===== src/rtl/serial_adder_pkg.sv =====
// Shared definitions for the bit-serial adder controller: FSM encodings and
// the bit-counter width helper.
package serial_adder_pkg;

    localparam logic [1:0] IDLE = 2'd0;
    localparam logic [1:0] RUN  = 2'd1;
    localparam logic [1:0] DONE = 2'd2;

    // Bits needed to count 0..w-1; never narrower than one bit.
    function automatic int unsigned cnt_width(input int unsigned w);
        return (w <= 2) ? 1 : $clog2(w);
    endfunction

endpackage


===== src/rtl/full_adder_d.sv =====
// Single-bit full adder cell used as the bit-slice datapath.
module full_adder_d (
    input  logic a,
    input  logic b,
    input  logic cin,
    output logic sum,
    output logic cout
);

    assign sum  = a ^ b ^ cin;
    assign cout = (a & b) | (a & cin) | (b & cin);

endmodule


===== src/rtl/serial_adder_ctrl.sv =====
// Bit-serial adder: adds two WIDTH-bit operands one bit per clock, LSB first,
// through a single full_adder_d, with a start/busy/done handshake.
module serial_adder_ctrl
    import serial_adder_pkg::*;
#(
    parameter int unsigned WIDTH = 8
) (
    input  logic             clk,
    input  logic             rst,
    input  logic             start,
    input  logic [WIDTH-1:0] a,
    input  logic [WIDTH-1:0] b,
    input  logic             cin,
    output logic             busy,
    output logic             done,
    output logic [WIDTH-1:0] sum,
    output logic             cout
);

    localparam int unsigned CW = cnt_width(WIDTH);

    logic [1:0]       state_q;
    logic [1:0]       state_d;
    logic [WIDTH-1:0] a_sr;
    logic [WIDTH-1:0] b_sr;
    logic [WIDTH-2:0] res_sr;
    logic             carry_q;
    logic [CW-1:0]    cnt_q;
    logic             accept;
    logic             last;
    logic             fa_sum;
    logic             fa_cout;
    logic [WIDTH-1:0] res_next;

    full_adder_d u_fa (
        .a    (a_sr[0]),
        .b    (b_sr[0]),
        .cin  (carry_q),
        .sum  (fa_sum),
        .cout (fa_cout)
    );

    // Result bits arrive LSB first and enter at the MSB end.
    assign res_next = {fa_sum, res_sr};

    // Next-state logic; encoding 2'd3 falls back to IDLE.
    always_comb begin
        state_d = state_q;
        accept  = 1'b0;
        last    = 1'b0;
        case (state_q)
            IDLE: begin
                if (start) begin
                    accept  = 1'b1;
                    state_d = RUN;
                end
            end
            RUN: begin
                if (cnt_q == CW'(WIDTH - 1)) begin
                    last    = 1'b1;
                    state_d = DONE;
                end
            end
            DONE: begin
                if (start) begin
                    accept  = 1'b1;
                    state_d = RUN;
                end else begin
                    state_d = IDLE;
                end
            end
            default: state_d = IDLE;
        endcase
    end

    always_ff @(posedge clk) begin
        if (rst) begin
            state_q <= IDLE;
            busy    <= 1'b0;
            done    <= 1'b0;
            sum     <= '0;
            cout    <= 1'b0;
            a_sr    <= '0;
            b_sr    <= '0;
            res_sr  <= '0;
            carry_q <= 1'b0;
            cnt_q   <= '0;
        end else begin
            state_q <= state_d;
            busy    <= (state_d == RUN);
            done    <= (state_d == DONE);
            if (accept) begin
                a_sr    <= a;
                b_sr    <= b;
                carry_q <= cin;
                cnt_q   <= '0;
            end else if (state_q == RUN) begin
                a_sr    <= a_sr >> 1;
                b_sr    <= b_sr >> 1;
                carry_q <= fa_cout;
                res_sr  <= res_next[WIDTH-1:1];
                cnt_q   <= cnt_q + CW'(1);
                if (last) begin
                    sum  <= res_next;
                    cout <= fa_cout;
                end
            end
        end
    end

endmodule


===== config.mk =====
export PLATFORM = sky130hd
export DESIGN_NAME = serial_adder_ctrl
export DESIGN_NICKNAME = d
export VERILOG_FILES = /design/src/rtl/serial_adder_pkg.sv /design/src/rtl/full_adder_d.sv /design/src/rtl/serial_adder_ctrl.sv
export SDC_FILE = /design/constraint.sdc
export NUM_CORES = 1
export LEC_CHECK = 0
export CAP_MARGIN = 10
export CORE_MARGIN = 1
export CORE_UTILIZATION = 45
export DETAILED_ROUTE_END_ITERATION = 16
export PLACE_DENSITY = 0.7
export REMOVE_ABC_BUFFERS = 1
export SYNTH_ARGS = -nofsm -noshare
export SYNTH_HDL_FRONTEND = slang
export SYNTH_SLANG_ARGS = --single-unit

===== constraint.sdc =====
create_clock -name clk -period 3.8 [get_ports clk]
set_input_delay 0.38 -clock clk [delete_from_list [all_inputs] [get_ports clk]]
set_output_delay 0.38 -clock clk [all_outputs]
set_load 0.01 [all_outputs]

# Yosys cells after proc, flatten, opt, wreduce, memory -nomap -nowiden
# Cells that the tools add are included.
# classes
n_eq_ne,5
reduce_logical,6
bitwise,8
n_addsub,1
n_mux,14
# ops
operator,n
8-bit 2-to-1 mux,4
1-bit 2-to-1 mux,7
2-bit case mux with 3 select lines,1
2-bit by 1-bit == test with 1-bit output (second input constant),2
2-bit == test (second input constant),2
2-bit 2-to-1 mux,2
2-bit OR reduction,2
3-bit by 1-bit adder with 3-bit output (second input constant),1
1-bit bitwise AND,3
3-bit == test (second input constant),1
3-bit AND reduction,1
2-bit logical NOT,1
1-bit OR,2
2-bit AND reduction,1
2-bit nonzero test,1
1-bit bitwise XOR,2
1-bit inverter,1
# totals
wordCells,44
out_inout_bits,11
inputBits,20
register_bits,40

# Longest topological paths before layout
# depth
word_depth,5
ltp_mapped,6

# Cells and area by module
# Synthesis repeated with hierarchy kept, for this count alone.
# hier_totals
hier_cells,181
hier_area_um2,1596.5
# by_module_without_submodules
mod,area_per_inst_um2,cells_each,n_inst
serial_adder_ctrl,1576.5,180,1
full_adder_d,20.0,1,1

# Worst setup path before layout
# Ideal clock, no wire load.
# synth_timing
kind,flip-flop to flip-flop
start,register cnt_q[0]
end,register sum[3]
required_ns,3.729
setup_ns,0.071
slack_ns,2.506
stages_incl_launch_ff,7
t_arrival_ns,1.224
synth_period_minus_slack_ns,1.294
path_cell_list,dfxtp_1 -> ha_1 -> ha_1 -> nand3b_1 -> clkbuf_1 -> nand2_1 -> a21oi_1
# synth_between
elab_chain_cells,4
# synth_rtl
item,line_no,text
"start, declared",serial_adder_ctrl.sv:28,logic [CW-1:0] cnt_q;
"start signal, assigned",serial_adder_ctrl.sv:102,cnt_q <= cnt_q + CW'(1);
3-bit == test,serial_adder_ctrl.sv:59,if (cnt_q == CW'(WIDTH - 1)) begin
1-bit 2-to-1 mux,serial_adder_ctrl.sv:59,
1-bit 2-to-1 mux,serial_adder_ctrl.sv:51,case (state_q)
3-bit AND reduction (no source line),--,
"end signal, assigned",serial_adder_ctrl.sv:104,sum <= res_next;
"end, declared",serial_adder_ctrl.sv:16,"output logic [WIDTH-1:0] sum,"
# Every way passes these cells.
# A chain may end at the register's enable or synchronous reset.

# Worst setup path in the final report
# layout_timing
start,register state_q[0]
end,register b_sr[4]
# layout_between
elab_chain_cells,4
# layout_rtl
item,line_no,text
"start, declared",serial_adder_ctrl.sv:22,logic [1:0] state_q;
"start signal, assigned",serial_adder_ctrl.sv:89,state_q <= state_d;
2-bit == test / 2-bit logical NOT (equally long branches),serial_adder_ctrl.sv:51,
2-bit OR reduction (no source line),--,
1-bit 2-to-1 mux,--,
8-bit 2-to-1 mux / 2-bit nonzero test (equally long branches),--,
"end signal, assigned",serial_adder_ctrl.sv:99,b_sr <= b_sr >> 1;
"end, declared",serial_adder_ctrl.sv:25,logic [WIDTH-1:0] b_sr;
# Several ways; a longest one is shown, not always the timed one.

==> impl_metrics.toml <==
[global_routing]
antenna_found_initial = 0
grt_max_degree = 41
grt_pass1_vias = 1123
grt_overflow = 0
grt.total_usage_pct = 17.7
grt_first_pass_wirelength_mm = 4.81

[die]
die_h_um = 61.3
ios = 31
die_area_um2 = 3750
initial_core_util_pct = 47.0
core_region_area_um2 = 3360
rows = 21
fp.dieW_um = 61.3

[timing]
hold_ws_ps = 459
maxSlewHeadroom_pct = 24.4
slew_violations = 0
max_slew.worst_pin.slew_ps = 1130
hold_viol_final = 0
tns_ps = 0
rsz0062_at_grt = "no"
layout_min_cycle_time_ps = 1850
setup_ws_ps = 1950
fin_worst_skew_ps = 10.0
report.final.setup_viol = 0
period_share_pct = 48.8
max_freq_ghz = 0.539

[logic_synthesis]
avgSynthCellArea_um2 = 8.59
ys_warn_count = 0
synth_enable_flop_cells = 0
ys_seq_area_share_pct = 50.7
ys_top_cells_by_area = "dfxtp_1 (51%), nand2_1 (10%), a21oi_1 (6.3%)"
async_flop_share_pct = 0
yosysMostFrequentCell = "nand2_1"
yosysTopAreaCell = "dfxtp_1"
synth_area_um2 = 1580
netlist_instances = 184
ys_top_cells_by_count = "nand2_1 (44), dfxtp_1 (40), a21oi_1 (20), nor2_1 (14), nand3_1 (13)"
synthFlopType = "dfxtp_1"
yosysUniqueCellTypes = 22
synth_top_area_share_pct = 50.7
synth-seq-cells = 40

[worst_setup_path]
cp.required_ps = 4050
cp.arrival_ps = 2100
critPathKind = "register to register"
start_kind = "register"
critPathMaxFanout = 35
r2r_slack_ps = 1950
end_kind = "register"

[cts]
clock-root-buffer = "clkbuf_4"
clk_pin_slew_worst_paths_ps = 110
htree_levels = 2
cts.path.max_buffers = 2
cts_buffers = 5
cts_setup_buffers = 0
cts.sinks = 40
cts_hold_buffers = 0
clock_latency_ps = 330
cts_tree = "built"
cts_resized = 0

[detailed_routing]
vias = 1327
drt-vias-per-instance = 5.27
drc_errors = 0
ant_nets = 0
totalWireLength_mm = 2.93
drt-wirelength-per-cell_um = 11.6
first_iter_violations = 64
drtPass1Iterations = 4

[cells_and_area]
antenna_cells = 0
area_growth_pct = 20.0
stdcell_area_um2 = 1900
nets = 228
stdcell_count = 252
drive_gt1_share_pct = 3.40

[power_and_ir_drop]
vdd_drop_max_mv = 0.192
cellLeakagePower_nw = 0.655
power_density_nw_per_um2 = 398

[placement]
dp_slack_ps = 1820
finalWeightedCongestion = 0.713
placement.cell_area_um2 = 1840
port_buffers = 30
place_hpwl_mm = 1.93
dp.cells = 244

[flow_run]
drv_cap = 0

[hold_path]
hold_path_class = "register to register"

[run_status]
status = "finished clean"
==> sequential cells by signal, summed over array words and instances, names as in the netlist, 2 cells and up <==
register  flops
a_sr          8
b_sr          8
sum           8
res_sr        7
cnt_q         3
state_q       2
==> critical path: stages (launching register included) <==
cell and delay, ps:
dfxtp_1 390, and2b_1 900, nand2_1 140, a311oi_1 320
==> final cells by class <==
| class | instances | area [µm²] |
|---|---|---|
| clock buffer | 8 | 58.8 |
| fill | 342 | 1470 |
| multi-input combinational | 127 | 672 |
| sequential | 40 | 801 |
| tap | 46 | 57.6 |
| timing repair buffer | 31 | 308 |
==> metal layers <==
layer  vias up  global-route usage (%)  share of wire, %
met5         -                       0                 0
met4         0                    5.84              0.72
met3         5                    6.72               6.8
met2        50                    30.1                49
met1       604                    20.4                43
li1        668                       -                 -
==> stage by stage <==
step	total power [W]	utilization [%]
final	0.000756	56.4
after detailed placement	0.000549	54.7
after global routing	0.000803	56.4
after CTS	0.000766	56.4
after global placement	0.000545	54.7
after floorplan	0.000506	-
==> report_power, final <==
part / internal, W / switching, W / leakage (nW)
logic: 0.0000410 / 0.0000490 / 0.296
registers: 0.000439 / 0.0000105 / 0.327
clock network: 0.0000914 / 0.000125 / 0.0326
total: 0.000571 / 0.000185 / 0.655
==> cells by family after synthesis <==
kind of cell	after synthesis	synth area share, %
AOI/OAI and AO/OA	36	14.6
xor gates and xnor gates	1	0.554
adders and majority gates	3	2.85
buffers and inverters	17	6.81
DFF	40	50.7
muxes	3	1.90
and+or+nand+nor	84	22.6
==> worst paths after layout <==
| check | start | endpoint | depth (start not counted) |
|---|---|---|---|
| worst max register to register | state_q[0]$_SDFF_PP0_ | b_sr[4]$_SDFFE_PP0P_ | 3 |
| worst min-delay path | sum[6]$_SDFFE_PP0P_ | sum[6]$_SDFFE_PP0P_ | 2 |
| worst min register to register | sum[6]$_SDFFE_PP0P_ | sum[6]$_SDFFE_PP0P_ | 2 |
| worst max-delay path | state_q[0]$_SDFF_PP0_ | b_sr[4]$_SDFFE_PP0P_ | 3 |
==> placed cells by master (no fill, tap or decap), drive strengths merged <==
cell / synthesis / final
a21oi: 20 / 20
a22oi: 3 / 3
a311oi: 10 / 10
and2b: 2 / 2
buf: 11 / 1
clkbuf: 6 / 8
clkdlybuf4s50: 0 / 30
dfxtp: 40 / 40
fa: 1 / 1
ha: 2 / 2
mux2i: 3 / 3
nand2: 44 / 44
nand2b: 2 / 2
nand3: 13 / 13
nand3b: 1 / 1
nor2: 14 / 14
nor3: 8 / 8
o21a: 1 / 1
o22ai: 2 / 2
xnor2: 1 / 1
Power figures use the tool's default switching activity.
